`config.mk`:
```
export PLATFORM = sky130hd
export DESIGN_NAME = load_align_unit
export DESIGN_NICKNAME = d
export VERILOG_FILES = /design/src/rtl/load_align_unit_pkg.sv /design/src/rtl/load_align_ext.sv /design/src/rtl/load_align_unit.sv
export SDC_FILE = /design/constraint.sdc
export NUM_CORES = 1
export LEC_CHECK = 0
export CAP_MARGIN = 40
export CORE_ASPECT_RATIO = 2
export CORE_MARGIN = 1
export CORE_UTILIZATION = 25
export DETAILED_ROUTE_END_ITERATION = 6
export MAX_ROUTING_LAYER = met4
export PLACE_DENSITY = 0.49
export SYNTH_ARGS = -nofsm -noshare
export SYNTH_HDL_FRONTEND = slang
export SYNTH_SLANG_ARGS = --single-unit
```
`constraint.sdc`:
```
create_clock -name clk -period 3 [get_ports clk]
set_input_delay 0.3 -clock clk [delete_from_list [all_inputs] [get_ports clk]]
set_output_delay 0.3 -clock clk [all_outputs]
set_load 0.02 [all_outputs]
```
`src/rtl/load_align_unit_pkg.sv`:
```
// Shared load op codes, FSM state encoding and small decode helpers for the
// load alignment unit.
package load_align_unit_pkg;

  typedef enum logic [2:0] {
    LD_LB  = 3'd0,
    LD_LBU = 3'd1,
    LD_LH  = 3'd2,
    LD_LHU = 3'd3,
    LD_LW  = 3'd4,
    LD_LWL = 3'd5,
    LD_LWR = 3'd6,
    LD_RSV = 3'd7
  } ld_op_e;

  typedef enum logic [2:0] {
    ST_IDLE = 3'd0,
    ST_REQ  = 3'd1,
    ST_WAIT = 3'd2,
    ST_RESP = 3'd3,
    ST_ERR  = 3'd4
  } ld_state_e;

  // Reserved op, and LWL/LWR when unsupported, collapse onto plain LW.
  function automatic ld_op_e norm_op(input logic [2:0] op, input logic lwlr_en);
    ld_op_e o;
    o = ld_op_e'(op);
    if (o == LD_RSV) return LD_LW;
    if (!lwlr_en && (o == LD_LWL || o == LD_LWR)) return LD_LW;
    return o;
  endfunction

  function automatic logic misaligned(input ld_op_e op, input logic [1:0] off);
    case (op)
      LD_LH, LD_LHU: return off[0];
      LD_LW:         return (off != 2'b00);
      default:       return 1'b0;
    endcase
  endfunction

endpackage

```
`src/rtl/load_align_ext.sv`:
```
// Combinational lane select, sign/zero extension and LWL/LWR merge of a
// little-endian memory word into a GPR write value.
module load_align_ext
  import load_align_unit_pkg::*;
(
  input  ld_op_e      op,
  input  logic [1:0]  off,
  input  logic [31:0] rdata,
  input  logic [31:0] rt_old,
  output logic [31:0] data
);

  logic [7:0]  byte_sel;
  logic [15:0] half_sel;

  always_comb begin
    byte_sel = rdata[8*off +: 8];
    half_sel = off[1] ? rdata[31:16] : rdata[15:0];
    data     = rdata;
    case (op)
      LD_LB:  data = {{24{byte_sel[7]}}, byte_sel};
      LD_LBU: data = {24'd0, byte_sel};
      LD_LH:  data = {{16{half_sel[15]}}, half_sel};
      LD_LHU: data = {16'd0, half_sel};
      // LWL fills the upper bytes of rt from memory, LWR fills the lower ones.
      LD_LWL: begin
        case (off)
          2'd0:    data = {rdata[7:0],  rt_old[23:0]};
          2'd1:    data = {rdata[15:0], rt_old[15:0]};
          2'd2:    data = {rdata[23:0], rt_old[7:0]};
          default: data = rdata;
        endcase
      end
      LD_LWR: begin
        case (off)
          2'd0:    data = rdata;
          2'd1:    data = {rt_old[31:24], rdata[31:8]};
          2'd2:    data = {rt_old[31:16], rdata[31:16]};
          default: data = {rt_old[31:8],  rdata[31:24]};
        endcase
      end
      default: data = rdata;
    endcase
  end

endmodule

```
`src/rtl/load_align_unit.sv`:
```
// Single-outstanding load unit: word-aligned read request, response wait with
// optional timeout, then aligned/extended result or address-error report.
module load_align_unit
  import load_align_unit_pkg::*;
#(
  parameter int ADDR_W      = 32,
  parameter bit LWLR_EN     = 1'b1,
  parameter int TIMEOUT_CYC = 0
) (
  input  logic              clk,
  input  logic              rst,
  input  logic              ld_valid,
  output logic              ld_ready,
  input  logic [2:0]        ld_op,
  input  logic [ADDR_W-1:0] ld_addr,
  input  logic [31:0]       ld_rt_old,
  output logic              mem_req,
  output logic [ADDR_W-1:0] mem_addr,
  input  logic [31:0]       mem_rdata,
  input  logic              mem_rvalid,
  output logic              res_valid,
  output logic [31:0]       res_data,
  output logic              res_adel,
  output logic              res_buserr,
  output logic [ADDR_W-1:0] res_badva
);

  localparam int CNT_W = (TIMEOUT_CYC > 1) ? $clog2(TIMEOUT_CYC + 1) : 1;
  localparam logic [CNT_W-1:0] TMO = CNT_W'(TIMEOUT_CYC);

  ld_state_e         state_q, state_d;
  logic              ld_ready_q, ld_ready_d;
  logic              mem_req_q, mem_req_d;
  logic [ADDR_W-1:0] mem_addr_q, mem_addr_d;
  logic              res_valid_q, res_valid_d;
  logic [31:0]       res_data_q, res_data_d;
  logic              res_adel_q, res_adel_d;
  logic              res_buserr_q, res_buserr_d;
  logic [ADDR_W-1:0] res_badva_q, res_badva_d;
  logic [CNT_W-1:0]  cnt_q, cnt_d;
  ld_op_e            op_q, op_d;
  logic [1:0]        off_q, off_d;
  logic [31:0]       rt_q, rt_d;
  ld_op_e            acc_op;
  logic [31:0]       ext_data;

  load_align_ext u_ext (
    .op     (op_q),
    .off    (off_q),
    .rdata  (mem_rdata),
    .rt_old (rt_q),
    .data   (ext_data)
  );

  always_comb begin
    state_d      = state_q;
    ld_ready_d   = ld_ready_q;
    mem_req_d    = 1'b0;
    mem_addr_d   = mem_addr_q;
    res_valid_d  = 1'b0;
    res_data_d   = res_data_q;
    res_adel_d   = res_adel_q;
    res_buserr_d = res_buserr_q;
    res_badva_d  = res_badva_q;
    cnt_d        = cnt_q;
    op_d         = op_q;
    off_d        = off_q;
    rt_d         = rt_q;
    acc_op       = norm_op(ld_op, LWLR_EN);
    case (state_q)
      ST_IDLE: begin
        if (ld_valid && ld_ready_q) begin
          op_d       = acc_op;
          off_d      = ld_addr[1:0];
          rt_d       = ld_rt_old;
          ld_ready_d = 1'b0;
          if (misaligned(acc_op, ld_addr[1:0])) begin
            state_d      = ST_ERR;
            res_valid_d  = 1'b1;
            res_adel_d   = 1'b1;
            res_buserr_d = 1'b0;
            res_data_d   = 32'd0;
            res_badva_d  = ld_addr;
          end else begin
            state_d    = ST_REQ;
            mem_req_d  = 1'b1;
            mem_addr_d = {ld_addr[ADDR_W-1:2], 2'b00};
          end
        end
      end
      ST_REQ: begin
        state_d = ST_WAIT;
        cnt_d   = '0;
      end
      ST_WAIT: begin
        // A response arriving on the last allowed cycle still wins over timeout.
        if (mem_rvalid) begin
          state_d      = ST_RESP;
          res_valid_d  = 1'b1;
          res_data_d   = ext_data;
          res_adel_d   = 1'b0;
          res_buserr_d = 1'b0;
        end else if ((TIMEOUT_CYC > 0) && (cnt_q + CNT_W'(1) == TMO)) begin
          state_d      = ST_RESP;
          res_valid_d  = 1'b1;
          res_data_d   = 32'd0;
          res_adel_d   = 1'b0;
          res_buserr_d = 1'b1;
        end else begin
          cnt_d = cnt_q + CNT_W'(1);
        end
      end
      ST_RESP, ST_ERR: begin
        state_d    = ST_IDLE;
        ld_ready_d = 1'b1;
      end
      default: begin
        state_d    = ST_IDLE;
        ld_ready_d = 1'b1;
      end
    endcase
  end

  always_ff @(posedge clk) begin
    if (rst) begin
      state_q      <= ST_IDLE;
      ld_ready_q   <= 1'b1;
      mem_req_q    <= 1'b0;
      mem_addr_q   <= '0;
      res_valid_q  <= 1'b0;
      res_data_q   <= 32'd0;
      res_adel_q   <= 1'b0;
      res_buserr_q <= 1'b0;
      res_badva_q  <= '0;
      cnt_q        <= '0;
    end else begin
      state_q      <= state_d;
      ld_ready_q   <= ld_ready_d;
      mem_req_q    <= mem_req_d;
      mem_addr_q   <= mem_addr_d;
      res_valid_q  <= res_valid_d;
      res_data_q   <= res_data_d;
      res_adel_q   <= res_adel_d;
      res_buserr_q <= res_buserr_d;
      res_badva_q  <= res_badva_d;
      cnt_q        <= cnt_d;
    end
  end

  // Request context only matters while a load is in flight; no reset needed.
  always_ff @(posedge clk) begin
    op_q  <= op_d;
    off_q <= off_d;
    rt_q  <= rt_d;
  end

  assign ld_ready   = ld_ready_q;
  assign mem_req    = mem_req_q;
  assign mem_addr   = mem_addr_q;
  assign res_valid  = res_valid_q;
  assign res_data   = res_data_q;
  assign res_adel   = res_adel_q;
  assign res_buserr = res_buserr_q;
  assign res_badva  = res_badva_q;

endmodule

```
## Word level (Yosys, flattened, before mapping)

Cells that the tools add are included.

- Bitwise gates (word level): 4
- Magnitude comparators: 0
- Divide/modulo/power cells: 0
- Shift operators: 1
- Add/sub/neg operators: 0
- Multiplexer cells: 32
- Reduce and logical (&&, ||, !) cells: 15
- $mul: 0
- Eq/ne operators: 16

Operators with widths:

| operator | number |
|---|---|
| 32-bit one-hot mux with 3 select lines | 2 |
| 32-bit one-hot mux with 6 select lines | 1 |
| 32-bit two-way mux | 3 |
| 32-bit one-hot mux with 2 select lines | 1 |
| 32-bit by 6-bit variable part select with 8-bit output | 1 |
| 16-bit two-way mux | 1 |
| 3-bit by 2-bit == test with 1-bit output, second input constant | 5 |
| 3-bit two-way mux | 5 |
| 1-bit two-way mux | 13 |
| 3-bit == test, second input constant | 4 |
| 1-bit one-hot mux with 2 select lines | 5 |
| 3-bit one-hot mux with 3 select lines | 1 |
| 3-bit by 1-bit == test with 1-bit output, second input constant | 2 |
| 3-bit logical NOT | 2 |
| 2-bit != test, second input constant | 3 |
| 2-bit AND reduction | 3 |
| 3-bit AND reduction | 2 |
| 1-bit inverter | 4 |
| 4-bit AND reduction | 1 |
| 2-bit nonzero test | 2 |
| 2-bit OR reduction | 2 |
| 3-bit OR reduction | 1 |
| 2-bit by 1-bit == test with 1-bit output, second input constant | 1 |
| 2-bit == test, second input constant | 1 |
| 2 further kinds | 2 |

- Memory bits (writable): 0
- Memories: 0
- Memory bits (read-only): 0
- Register bits after elaboration: 139
- Latch bits: 0
- Word-level logic and storage cells: 80

## Logic depth before layout (Yosys ltp)

- Depth after elaboration: 11
- Mapped depth: 8
- Depth with buffers taken out: 5

## Cells and area by module

A second synthesis with hierarchy kept.

- Cells, all modules: 730
- Area, all modules: 7355.8 µm²

By module, submodules not included:

| module | area an instance (µm²) | cells an instance | instances | seq. area each (µm²) |
|---|---|---|---|---|
| load_align_unit | 5355.1 | 462 | 1 | 3133.0 |
| load_align_ext | 2000.7 | 268 | 1 | 0.0 |

## Worst setup path after synthesis

No wires, ideal clock.

- Path kind: reg2reg
- Start: register ld_ready_q, in the netlist ld_ready
- End: register res_badva_q[0], in the netlist res_badva[0]
- Data arrival time: 3.161 ns
- Period minus slack after synthesis: 3.289 ns
- Setup slack: -0.289 ns
- Buffers on the path: 2
- Cell stages (with the launch flop): 8
- Library setup time: 0.128 ns
- Cells stage by stage: dfxtp_1 -> nand3b_4 -> nor3_2 -> nor4b_2 -> buf_4 -> buf_6 -> mux2i_1 -> nor2_1

- Word-level cells in the longest chain between the ends: 2

Ends and longest elaborated chain:

| what | RTL line | source |
|---|---|---|
| start: declaration | load_align_unit.sv:32 | `logic ld_ready_q, ld_ready_d;` |
| start signal: assignment | load_align_unit.sv:138 | `ld_ready_q <= ld_ready_d;` |
| 1-bit logical AND | load_align_unit.sv:72 | `if (ld_valid && ld_ready_q) begin` |
| 3-bit AND reduction (no source line) | -- |  |
| end signal: assignment | load_align_unit.sv:145 | `res_badva_q <= res_badva_d;` |
| end: declaration | load_align_unit.sv:39 | `logic [ADDR_W-1:0] res_badva_q, res_badva_d;` |

No other way between the ends.
A chain may end at the register's enable or synchronous reset.

## Final worst setup path

- Start: register off_q[1]
- End: register res_data_q[5], in the netlist res_data[5]

- Word-level cells in the longest chain between the ends: 5
- Elaborated cells on any way between the ends: 10

Ends and longest elaborated chain:

| what | RTL line | source |
|---|---|---|
| start: declaration | load_align_unit.sv:42 | `logic [1:0] off_q, off_d;` |
| start signal: assignment | load_align_unit.sv:153 | `off_q <= off_d;` |
| parallel branches: the longest is 2 deep, another holds 32-bit by 6-bit variable part select with 8-bit output | -- |  |
| 32-bit one-hot mux with 6 select lines (*) | load_align_ext.sv:20 | `case (op)` |
| 32-bit two-way mux (*) | load_align_unit.sv:97 | `if (mem_rvalid) begin` |
| 32-bit one-hot mux with 2 select lines (*) | load_align_unit.sv:70 | `case (state_q)` |
| end signal: assignment | load_align_unit.sv:142 | `res_data_q <= res_data_d;` |
| end: declaration | load_align_unit.sv:36 | `logic [31:0] res_data_q, res_data_d;` |

Mark *: on every way between the ends. The select of a mux whose other input is x is not followed.

==> flow_results.xml <==
<?xml version="1.0" encoding="UTF-8"?>
<metrics>
  <group name="run_status">
    <metric name="run_status" unit="">finished clean</metric>
  </group>
  <group name="floorplanning">
    <metric name="fp.dieH" unit="um">233</metric>
    <metric name="design.die.area" unit="sq um">27500</metric>
    <metric name="io-pin-count" unit="">204</metric>
    <metric name="fp-row-count" unit="">84</metric>
    <metric name="floorplan.initialDensity" unit="%">25.5</metric>
    <metric name="dieWidth" unit="um">118</metric>
    <metric name="core-area" unit="sq um">26300</metric>
  </group>
  <group name="routing">
    <metric name="detail_route.wirelength" unit="mm">23.3</metric>
    <metric name="firstDrtPassIters" unit="">4</metric>
    <metric name="drc" unit="">0</metric>
    <metric name="vias" unit="">5905</metric>
    <metric name="via_density" unit="">4.88</metric>
    <metric name="detail-route-antenna-nets" unit="">0</metric>
    <metric name="detail_route.iter0.violations" unit="">309</metric>
    <metric name="routed_wire_length_per_instance" unit="um">19.2</metric>
  </group>
  <group name="yosys">
    <metric name="post_synth_main_area_contributors" unit="">sky130_fd_sc_hd__dfxtp_1 (30%), sky130_fd_sc_hd__edfxtp_1 (17%), sky130_fd_sc_hd__mux2i_1 (15%)</metric>
    <metric name="ys_warn_count" unit="">0</metric>
    <metric name="synthCells" unit="">674</metric>
    <metric name="synth_flop_cell" unit="">sky130_fd_sc_hd__dfxtp_1</metric>
    <metric name="ys_ff_latch" unit="">138</metric>
    <metric name="post_synth_edffs" unit="">37</metric>
    <metric name="async_reset_ff_share" unit="%">0</metric>
    <metric name="postSynthAreaPerCell" unit="sq um">9.93</metric>
    <metric name="yosysMostFrequentCell" unit="">sky130_fd_sc_hd__dfxtp_1</metric>
    <metric name="synthDominantCellAreaShare" unit="%">30.2</metric>
    <metric name="synth_common_cells" unit="">sky130_fd_sc_hd__dfxtp_1 (101), sky130_fd_sc_hd__mux2i_1 (100), sky130_fd_sc_hd__nor2_1 (78)</metric>
    <metric name="synth_largest_area_cell" unit="">sky130_fd_sc_hd__dfxtp_1</metric>
    <metric name="synth_cell_types" unit="">47</metric>
    <metric name="yosysSeqAreaShare" unit="%">46.8</metric>
    <metric name="synth_area" unit="sq um">6690</metric>
  </group>
  <group name="cells_and_area">
    <metric name="n_antenna_cell" unit="">0</metric>
    <metric name="design.final.nets" unit="">956</metric>
    <metric name="post_route_cells_drive_above_1_share" unit="%">8.78</metric>
    <metric name="fillCellCount" unit="">2697</metric>
    <metric name="areaGrowthSynthToFinish" unit="%">43.3</metric>
  </group>
  <group name="clock_tree">
    <metric name="cts-root-buf" unit="">sky130_fd_sc_hd__clkbuf_16</metric>
    <metric name="cts_resized" unit="">0</metric>
    <metric name="cts-hold-fix-buffers" unit="">0</metric>
    <metric name="number_of_cts_inserted_buffers" unit="">17</metric>
    <metric name="clk-insertion-delay-late" unit="ns">0.44</metric>
    <metric name="clock_tree_from_tritoncts" unit="">yes</metric>
    <metric name="clock_sinks" unit="">138</metric>
    <metric name="cts.path.max_buffers" unit="">2</metric>
    <metric name="cts.reportedPaths.clkPinSlew" unit="ns">0.06</metric>
    <metric name="cts_setup_buffers" unit="">0</metric>
    <metric name="clock_tree.htree_level_count" unit="">4</metric>
  </group>
  <group name="global_routing">
    <metric name="grt_antenna_before_repair" unit="">0</metric>
    <metric name="grt_overflow" unit="">0</metric>
    <metric name="groute.layer.met1.usage" unit="%">15.7</metric>
    <metric name="via_count_of_the_first_global_routing_pass" unit="">6021</metric>
    <metric name="globalRouteMet2Util" unit="%">33.6</metric>
    <metric name="grt_start_max_net_pins" unit="">71</metric>
    <metric name="grt_use_total" unit="%">17.7</metric>
    <metric name="grt_pass1_wl" unit="mm">35.1</metric>
    <metric name="global_route.peak_usage_layer" unit="">met2</metric>
    <metric name="gr-usage-met3" unit="%">5.32</metric>
  </group>
  <group name="power">
    <metric name="powerDensity" unit="nW/um^2">555</metric>
    <metric name="comb_power_share" unit="%">20.8</metric>
    <metric name="leakagePower" unit="uW">0.00366</metric>
    <metric name="net_sw_share" unit="%">30.5</metric>
    <metric name="p_int" unit="uW">3700</metric>
    <metric name="pwr-share-seq" unit="%">40.3</metric>
    <metric name="irDropWorstVdd" unit="mV">0.370</metric>
    <metric name="p_clk_share" unit="%">38.9</metric>
    <metric name="total_switching_power" unit="uW">1630</metric>
  </group>
  <group name="setup_path">
    <metric name="critPathLaunch" unit="">off_q[1]$_DFFE_PP_</metric>
    <metric name="timing.rr.start" unit="">off_q[1]$_DFFE_PP_</metric>
    <metric name="timing.setup.critical_path_class" unit="">reg -&gt; reg</metric>
    <metric name="worst_ep_required_time" unit="ns">3.32</metric>
    <metric name="worst_path_largest_cell_delay" unit="ns">0.68</metric>
    <metric name="cp_top_family" unit="">flip-flops</metric>
    <metric name="worstSetupEndpointType" unit="">flop</metric>
    <metric name="critical_path.max_fanout" unit="">60</metric>
    <metric name="critical_path_top_delay_cell" unit="">sky130_fd_sc_hd__edfxtp_1</metric>
    <metric name="startpoint_type" unit="">flop</metric>
    <metric name="cp_cell_sequence" unit="">buf_12, nand2_1, a211oi_1, nor4_1, a211o_1</metric>
    <metric name="arrival" unit="ns">2.67</metric>
    <metric name="path_buf_inv" unit="">1</metric>
  </group>
  <group name="timing">
    <metric name="finalCriticalPeriod" unit="ns">2.35</metric>
    <metric name="timing.slew.headroom" unit="%">46.6</metric>
    <metric name="drv_slew" unit="">0</metric>
    <metric name="rsz_0062_raised_after_global_routing" unit="">false</metric>
    <metric name="clock_skew" unit="ns">0.00741</metric>
    <metric name="timing.final.setup_violations" unit="">0</metric>
    <metric name="tightest_slew" unit="ns">0.798</metric>
    <metric name="timing.hold.ws" unit="ns">0.228</metric>
    <metric name="max_freq" unit="GHz">0.426</metric>
    <metric name="final.period_utilization" unit="%">78.2</metric>
    <metric name="hold_violations" unit="">0</metric>
    <metric name="final.setup.tns" unit="ns">0</metric>
  </group>
  <group name="hold_path">
    <metric name="tightest_hold_check_type" unit="">in -&gt; reg</metric>
    <metric name="hold_path_startpoint" unit="">rst</metric>
  </group>
  <group name="placement">
    <metric name="gp_congestion" unit="">0.880</metric>
    <metric name="hpwl" unit="mm">17.0</metric>
    <metric name="placement.io_buffers" unit="">200</metric>
  </group>
  <group name="job">
    <metric name="cap_violations" unit="">0</metric>
  </group>
</metrics>
path summary, 6_finish.rpt:
| kind | endpoint | slack (ns) | cells past startpoint |
|---|---|---|---|
| setup reg to reg | res_data[5]$_SDFFE_PP0P_ | 0.65 | 5 |
| setup / recovery | res_data[5]$_SDFFE_PP0P_ | 0.65 | 5 |
| hold reg to reg | res_data[28]$_SDFFE_PP0P_ | 0.47 | 1 |
| hold / removal | state_q[0]$_SDFFE_PP0P_ | 0.23 | 3 |
sequential cells by signal (all words and copies together), names as in the netlist, 2 cells and up:
name and flops:
mem_addr 30, off_q 2, op_q 3, res_badva 32, res_data 32, rt_q 32, state_q 3
metrics by stage:
stage	total power, uW	worst slack [ns]	area, sq um	cells	util, %
global placement	3300	0.601	9020	1178	34.3
global route	5580	0.451	9590	1210	36.5
CTS	5430	0.638	9590	1210	36.5
floorplan	2800	0.335	6710	676	-
detailed placement	3300	0.551	9020	1178	34.3
finish	5320	0.654	9590	1210	36.5
routing by layer:
layer / vias to the layer above / part of all wire (%)
li1: 2849 / -
met1: 2820 / 34
met2: 202 / 57
met3: 34 / 5.8
met4: 0 / 3.4
met5: - / 0
worst register-to-register path, delay by kind of cell (launching register included):
family                 cells  cell delay, ns
AOI/OAI and AO/OA          2            0.66
buffers and inverters      1            0.35
DFF                        1            0.68
and+or+nand+nor            2            0.55
power groups by stage:
stage	Clock, uW	Combinational, uW	Sequential (uW)
2_1_floorplan	0	580	2220
3_3_place_gp	0	1120	2190
3_5_place_dp	0	1120	2190
4_1_cts	2160	1120	2150
5_1_grt	2220	1200	2160
6_report	2070	1110	2150
kinds of logic (layout without fill, tap and decap cells):
kind of cell / count (synthesis) / count (layout) / share of synthesized area (%)
AO/OA/AOI/OAI: 179 / 179 / 18.1
AND/OR/NAND/NOR: 173 / 173 / 12.4
flip-flops: 138 / 138 / 46.8
multiplexers: 113 / 113 / 17.3
buffers and inverters: 69 / 259 / 5.21
other: 1 / 3 / 0.0560
XOR/XNOR: 1 / 1 / 0.131
cell type report:
| cell class | count | area (sq um) | share of cell area [%] |
|---|---|---|---|
| Multi-Input combinational cell | 469 | 3240 | 33.8 |
| Sequential cell | 138 | 3130 | 32.7 |
| Timing Repair Buffer | 217 | 2170 | 22.7 |
| Clock buffer | 18 | 450 | 4.70 |
| Tap cell | 344 | 430 | 4.49 |
| Clock inverter | 14 | 123 | 1.28 |
| Inverter | 10 | 37.5 | 0.391 |
cells in the final DEF, fill, tap and decap left out, types with 2 or more instances in the layout:
master	Yosys	final
sky130_fd_sc_hd__mux2i_1	100	100
sky130_fd_sc_hd__nand3b_4	2	2
sky130_fd_sc_hd__nor2_1	78	78
sky130_fd_sc_hd__a31oi_1	7	7
sky130_fd_sc_hd__edfxtp_1	37	37
sky130_fd_sc_hd__inv_1	10	10
sky130_fd_sc_hd__inv_8	0	3
sky130_fd_sc_hd__clkbuf_16	0	18
sky130_fd_sc_hd__or2_2	3	3
sky130_fd_sc_hd__nand2b_1	6	6
sky130_fd_sc_hd__a211oi_1	17	17
sky130_fd_sc_hd__buf_4	7	13
sky130_fd_sc_hd__nor3_1	21	21
sky130_fd_sc_hd__a21oi_1	21	21
sky130_fd_sc_hd__buf_12	0	4
sky130_fd_sc_hd__dfxtp_1	101	101
sky130_fd_sc_hd__o32a_1	7	7
sky130_fd_sc_hd__and3_1	6	6
sky130_fd_sc_hd__nor2b_1	4	4
sky130_fd_sc_hd__o2bb2ai_1	17	17
sky130_fd_sc_hd__o211ai_1	8	8
sky130_fd_sc_hd__and2_1	4	4
sky130_fd_sc_hd__conb_1	1	3
sky130_fd_sc_hd__inv_6	0	7
sky130_fd_sc_hd__nand2_1	30	30
sky130_fd_sc_hd__o22ai_1	31	31
sky130_fd_sc_hd__mux2_2	12	12
sky130_fd_sc_hd__o21ai_0	50	50
sky130_fd_sc_hd__clkdlybuf4s50_1	0	199
sky130_fd_sc_hd__a211o_1	6	6
sky130_fd_sc_hd__nor4_1	12	12
sky130_fd_sc_hd__a21o_1	8	8
(Power assumes the default switching activity.)
